$ cat config.mk
export PLATFORM = sky130hd
export DESIGN_NAME = idli_retire_sb
export DESIGN_NICKNAME = d
export VERILOG_FILES = /design/src/rtl/idli_retire_sb.sv
export SDC_FILE = /design/constraint.sdc
export NUM_CORES = 1
export LEC_CHECK = 0
export ABC_AREA = 1
export ABC_CLOCK_PERIOD_IN_PS = 1500
export CAP_MARGIN = 30
export CORE_MARGIN = 4
export CORE_UTILIZATION = 48
export CTS_CLUSTER_SIZE = 30
export DETAILED_ROUTE_END_ITERATION = 6
export PLACE_DENSITY = 0.77
export SYNTH_ARGS = -nofsm -noshare
export SYNTH_HDL_FRONTEND = slang
export SYNTH_SLANG_ARGS = --single-unit
$ cat constraint.sdc
create_clock -name i_sb_gck -period 1.5 [get_ports i_sb_gck]
set_input_delay 0.15 -clock i_sb_gck [delete_from_list [all_inputs] [get_ports i_sb_gck]]
set_output_delay 0.15 -clock i_sb_gck [all_outputs]
set_load 0.1 [all_outputs]
$ cat src/rtl/idli_retire_sb.sv
// rtl/idli_retire_sb.sv - retirement monitor, register write scoreboard and retire-record FIFO
// Captures destination info at slot start and pushes it as a record when the slot retires.
module idli_retire_sb #(
  parameter int NUM_REGS = 16,
  parameter int CTR_W    = 2,
  parameter int DEPTH    = 8,
  parameter int CNT_W    = 32,
  localparam int REG_W   = $clog2(NUM_REGS),
  localparam int AW      = $clog2(DEPTH),
  localparam int REC_W   = REG_W + 1
) (
  input  logic                i_sb_gck,
  input  logic                i_sb_rst,
  input  logic [CTR_W-1:0]    i_sb_ctr,
  input  logic                i_sb_run_instr,
  input  logic                i_sb_dst_reg_vld,
  input  logic [REG_W-1:0]    i_sb_dst_reg,
  input  logic [NUM_REGS-1:0] i_sb_sb_clr,
  output logic                o_sb_done,
  output logic [NUM_REGS-1:0] o_sb_reg_sb,
  output logic [CNT_W-1:0]    o_sb_retire_cnt,
  output logic                o_sb_rec_vld,
  input  logic                i_sb_rec_rdy,
  output logic                o_sb_rec_wr,
  output logic [REG_W-1:0]    o_sb_rec_reg,
  output logic                o_sb_rec_ovf,
  input  logic                i_sb_ovf_clr
);

  logic                done_q, done_d;
  logic [NUM_REGS-1:0] reg_sb_q, reg_sb_d;
  logic [CNT_W-1:0]    retire_cnt_q, retire_cnt_d;
  logic                ovf_q, ovf_d;
  logic                cap_wr_q, cap_wr_d;
  logic [REG_W-1:0]    cap_reg_q, cap_reg_d;
  logic [AW:0]         wptr_q, wptr_d;
  logic [AW:0]         rptr_q, rptr_d;
  logic [REC_W-1:0]    mem_q [DEPTH];
  logic [REC_W-1:0]    mem_d [DEPTH];

  logic                slot_start;
  logic                retire;
  logic                fifo_empty;
  logic                fifo_full;
  logic                pop;
  logic                push;
  logic                drop;
  logic [NUM_REGS-1:0] set_mask;
  logic [REC_W-1:0]    head;

  assign slot_start = (i_sb_ctr == '0) && i_sb_run_instr;
  assign retire     = (&i_sb_ctr) && i_sb_run_instr;

  // Pointers carry one extra wrap bit so full and empty are distinguishable.
  assign fifo_empty = (wptr_q == rptr_q);
  assign fifo_full  = (wptr_q[AW] != rptr_q[AW]) && (wptr_q[AW-1:0] == rptr_q[AW-1:0]);
  assign pop        = !fifo_empty && i_sb_rec_rdy;
  assign push       = retire && (!fifo_full || pop);
  assign drop       = retire && fifo_full && !pop;
  assign head       = mem_q[rptr_q[AW-1:0]];

  always_comb begin
    set_mask = '0;
    if (slot_start && i_sb_dst_reg_vld) begin
      set_mask[i_sb_dst_reg] = 1'b1;
    end
  end

  always_comb begin
    done_d       = retire;
    // Clear is applied first so a same-cycle set survives.
    reg_sb_d     = (reg_sb_q & ~i_sb_sb_clr) | set_mask;
    retire_cnt_d = retire_cnt_q + {{(CNT_W-1){1'b0}}, retire};
    cap_wr_d     = cap_wr_q;
    cap_reg_d    = cap_reg_q;
    if (slot_start) begin
      cap_wr_d  = i_sb_dst_reg_vld;
      cap_reg_d = i_sb_dst_reg;
    end
    ovf_d = ovf_q;
    if (drop) begin
      ovf_d = 1'b1;
    end else if (i_sb_ovf_clr) begin
      ovf_d = 1'b0;
    end
  end

  always_comb begin
    wptr_d = wptr_q;
    rptr_d = rptr_q;
    for (int i = 0; i < DEPTH; i++) begin
      mem_d[i] = mem_q[i];
    end
    if (push) begin
      mem_d[wptr_q[AW-1:0]] = {cap_wr_q, cap_reg_q};
      wptr_d                = wptr_q + 1'b1;
    end
    if (pop) begin
      rptr_d = rptr_q + 1'b1;
    end
  end

  always_ff @(posedge i_sb_gck) begin
    if (i_sb_rst) begin
      done_q       <= 1'b0;
      reg_sb_q     <= '0;
      retire_cnt_q <= '0;
      ovf_q        <= 1'b0;
      cap_wr_q     <= 1'b0;
      cap_reg_q    <= '0;
      wptr_q       <= '0;
      rptr_q       <= '0;
    end else begin
      done_q       <= done_d;
      reg_sb_q     <= reg_sb_d;
      retire_cnt_q <= retire_cnt_d;
      ovf_q        <= ovf_d;
      cap_wr_q     <= cap_wr_d;
      cap_reg_q    <= cap_reg_d;
      wptr_q       <= wptr_d;
      rptr_q       <= rptr_d;
    end
  end

  // Storage needs no reset: reads are masked whenever the FIFO is empty.
  always_ff @(posedge i_sb_gck) begin
    for (int i = 0; i < DEPTH; i++) begin
      mem_q[i] <= mem_d[i];
    end
  end

  assign o_sb_done       = done_q;
  assign o_sb_reg_sb     = reg_sb_q;
  assign o_sb_retire_cnt = retire_cnt_q;
  assign o_sb_rec_vld    = !fifo_empty;
  assign o_sb_rec_wr     = fifo_empty ? 1'b0 : head[REG_W];
  assign o_sb_rec_reg    = fifo_empty ? '0 : head[REG_W-1:0];
  assign o_sb_rec_ovf    = ovf_q;

endmodule

==> results of run 1 <==
-- cell families after synthesis --
group / count (synthesis) / share of synthesized area [%]
AO/OA/AOI/OAI: 93 / 11.2
adder cells (fa/ha/maj): 4 / 1.04
XOR/XNOR: 9 / 1.64
buffers and inverters: 74 / 6.09
flip-flops: 106 / 52.4
AND/OR/NAND/NOR: 304 / 27.6
-- registers in the layout, indices dropped and copies added (netlist names), named ones only --
signal and cells:
o_sb_reg_sb 16, o_sb_retire_cnt 32, o_sb_rec_ovf 1, cap_reg_q 4, cap_wr_q 1, mem_q 40, o_sb_done 1, rptr_q 4
wptr_q 4
-- metrics by stage --
step / util (%) / std cells
after floorplan: - / 590
after global placement: 70.2 / 835
after detailed placement: 70.2 / 835
after CTS: 73.5 / 859
after global routing: 75.4 / 858
final: 75.4 / 858
-- synthesized netlist by cell type (5+ instances only) --
master and instances:
nand3b_1 10, nand2_1 119, inv_1 56, dfxtp_1 66, a21oi_1 37, nor3_1 6
a32oi_1 8, nor2_2 8, nand3_1 21, clkbuf_1 13, nor2_1 123, xor2_1 7
o211ai_1 5, edfxtp_1 40, o22ai_1 5, o21ai_0 30
-- final cells by class --
type,count,share of cell area [%]
Multi-Input combinational cell,410,31.8
Timing Repair Buffer,135,25.0
Clock inverter,7,0.713
Sequential cell,106,35.6
Tap cell,133,2.26
Clock buffer,9,1.68
Inverter,58,2.99
-- metal layers --
layer | track usage (%) | part of all wire (%) | vias up | wire length (um)
li1 | - | - | 2206 | -
met1 | 28.9 | 39 | 2163 | 5470
met2 | 41.9 | 52 | 164 | 7180
met3 | 6.39 | 6.7 | 31 | 927
met4 | 6.67 | 2.3 | 0 | 325
met5 | 0 | 0 | - | 0
-- where the power goes --
group          switching, mW  total (mW)  internal, mW
logic                  0.434       0.738         0.304
registers             0.0305        3.00          2.97
clock network           1.03        1.65         0.620
total                   1.50        5.39          3.89
-- worst max-delay path, cell delays in order, from the launching register on --
cell and delay, ns:
dfxtp_4 0.40, inv_2 0.06, buf_6 0.13, o21ai_0 0.21, o22ai_2 0.13, nor2_1 0.19, nor2_4 0.06, buf_12 0.16
-- how the worst max path moves through the flow --
stage                        from                  end  slack (ns)  cells after the start
2_1_floorplan  o_sb_retire_cnt[0]  o_sb_retire_cnt[18]       -0.22                     12
3_3_place_gp          i_sb_ctr[0]  o_sb_retire_cnt[18]       -0.44                     13
3_5_place_dp          i_sb_ctr[1]  o_sb_retire_cnt[20]       -0.54                     13
4_1_cts                  register      o_sb_rec_reg[2]       -0.34                      7
5_1_grt                  register      o_sb_rec_reg[2]       -0.51                      7
6_report                 register      o_sb_rec_reg[2]       -0.37                      7
-- repair_timing --
item                       4_1_cts  5_1_grt
setup endpoints to repair       62       72
pin swaps                       20       24
resized for setup               33       56
buffers inserted                 6        6
gates cloned                     2        0
==> flow_metrics.env, run 1 <==
export IMPL_status="complete, but fails checks"
export IMPL_violations="negative setup slack"
export IMPL_rows=36
export IMPL_min_from="i_sb_rst"
export IMPL_synth_net_count=622
export IMPL_hold_depth=2
export IMPL_final_common_cell="nor2_1"
export IMPL_synth_area_leader_cell="dfxtp_1"
export IMPL_grt_max_degree=32
export IMPL_die_x_um=108
export IMPL_die_area_um2=11700
export IMPL_syn_inst=590
export IMPL_final_cell_area_um2=7370
export IMPL_io_buffers=83
export IMPL_fin_ws_ns=-0.367
export IMPL_final_hold_violation_count=0
export IMPL_mostFrequentLayoutCells="nor2_1 (105), nand2_1 (102), buf_12 (58)"
export IMPL_grt_total_usage_pct=23.9
export IMPL_wirelength_mm=13.9
export IMPL_core_area_um2=9770
export IMPL_ant_nets=0
export IMPL_cts_root_buf="clkbuf_8"
export IMPL_cellLeakagePower_nw=2.66
export IMPL_vias=4564
export IMPL_slew_violations=0
export IMPL_path_clk_slew_ns=0.10
export IMPL_ys_flop_type="dfxtp_1"
export IMPL_drc=0
export IMPL_clk_insertion_delay_late_ns=0.37
export IMPL_n_antenna_cell=0
export IMPL_min_to="o_sb_done"
export IMPL_ff2ff_setup_slack_ns=-0.09
export IMPL_power_density_nw_per_um2=731
export IMPL_ys_warnings_count=0
export IMPL_dpl_cell_area_um2=6860
export IMPL_rr_startpoint="rptr_q[0]"
export IMPL_slew_headroom_pct=64.4
export IMPL_io_pins=84
export IMPL_drtIter0Drc=349
export IMPL_setup_viol=24
export IMPL_synth_top_cell_area_share_pct=27.5
export IMPL_worstPathRequired_ns=1.35
export IMPL_gp_congestion=0.933
export IMPL_hpwl_mm=9.99
export IMPL_vdd_ir_drop_max_v=0.000461
export IMPL_fin_crit_sh_pct=124
export IMPL_multi_input_area_um2=2340
export IMPL_wire_per_inst_um=16.2
export IMPL_drive_gt1_share_pct=34.3
export IMPL_initial_core_util_pct=49.2
export IMPL_antenna_found_initial=0
export IMPL_cts_buffer_depth=2
export IMPL_cts_num_sinks=106
export IMPL_regArea_um2=2620
export IMPL_hold_buffers=0
export IMPL_synth_async_reset_ratio_pct=0
export IMPL_cts_buffers=9
export IMPL_tightest_slew_ns=0.533
export IMPL_fillCellCount=685
export IMPL_netlist_area_um2=4810
export IMPL_power_mw=5.39
export IMPL_ff2ff_path_depth=11
export IMPL_cp_max_fo=10
export IMPL_tns_ns=-2.51
export IMPL_dr_pass1_iters=5
export IMPL_max_cap_viol_count=0
export IMPL_htree_levels=3
export IMPL_fin_crit_ns=1.87
export IMPL_preCtsSetupSlack_ns=-0.538
export IMPL_viasPerCell=5.32
export IMPL_crit_path_end_kind="output port"
export IMPL_rsz0062_at_grt="yes"
export IMPL_hold_path_class="primary input to register"
export IMPL_synth_edf_count=40
export IMPL_gr_total_overflow=0
export IMPL_hold_slack_ns=0.0388
export IMPL_grt_pass1_vias=4545
export IMPL_r2r_end="wptr_q[0]"
export IMPL_tritoncts="yes"
export IMPL_seq_area_frac_synth_pct=52.4
export IMPL_ys_types=32
export IMPL_ys_seq_elements=106
export IMPL_critPathKind="register to output port"
export IMPL_clock_fmax_mhz=536
export IMPL_clock_skew_ns=0.00911
export IMPL_die_y_um=108
export IMPL_worstSetupStartpointType="register"
export IMPL_avgSynthCellArea_um2=8.15
export IMPL_layout_nets=752
export IMPL_syn_to_final_growth_pct=53.2
export IMPL_ys_top_cells_by_area="dfxtp_1 (27%), edfxtp_1 (25%), nor2_1 (9.6%)"
export IMPL_grt_first_pass_wirelength_mm=21.8
export IMPL_worstPathArrival_ns=1.72
No activity file was read; power rests on OpenSTA's default activity.
==> run 2: changes to the inputs <==
Settings changed: CTS_CLUSTER_DIAMETER set to 80.
==> results of run 2 <==
Final layout, timing and power as in run 1 (identical DEF).
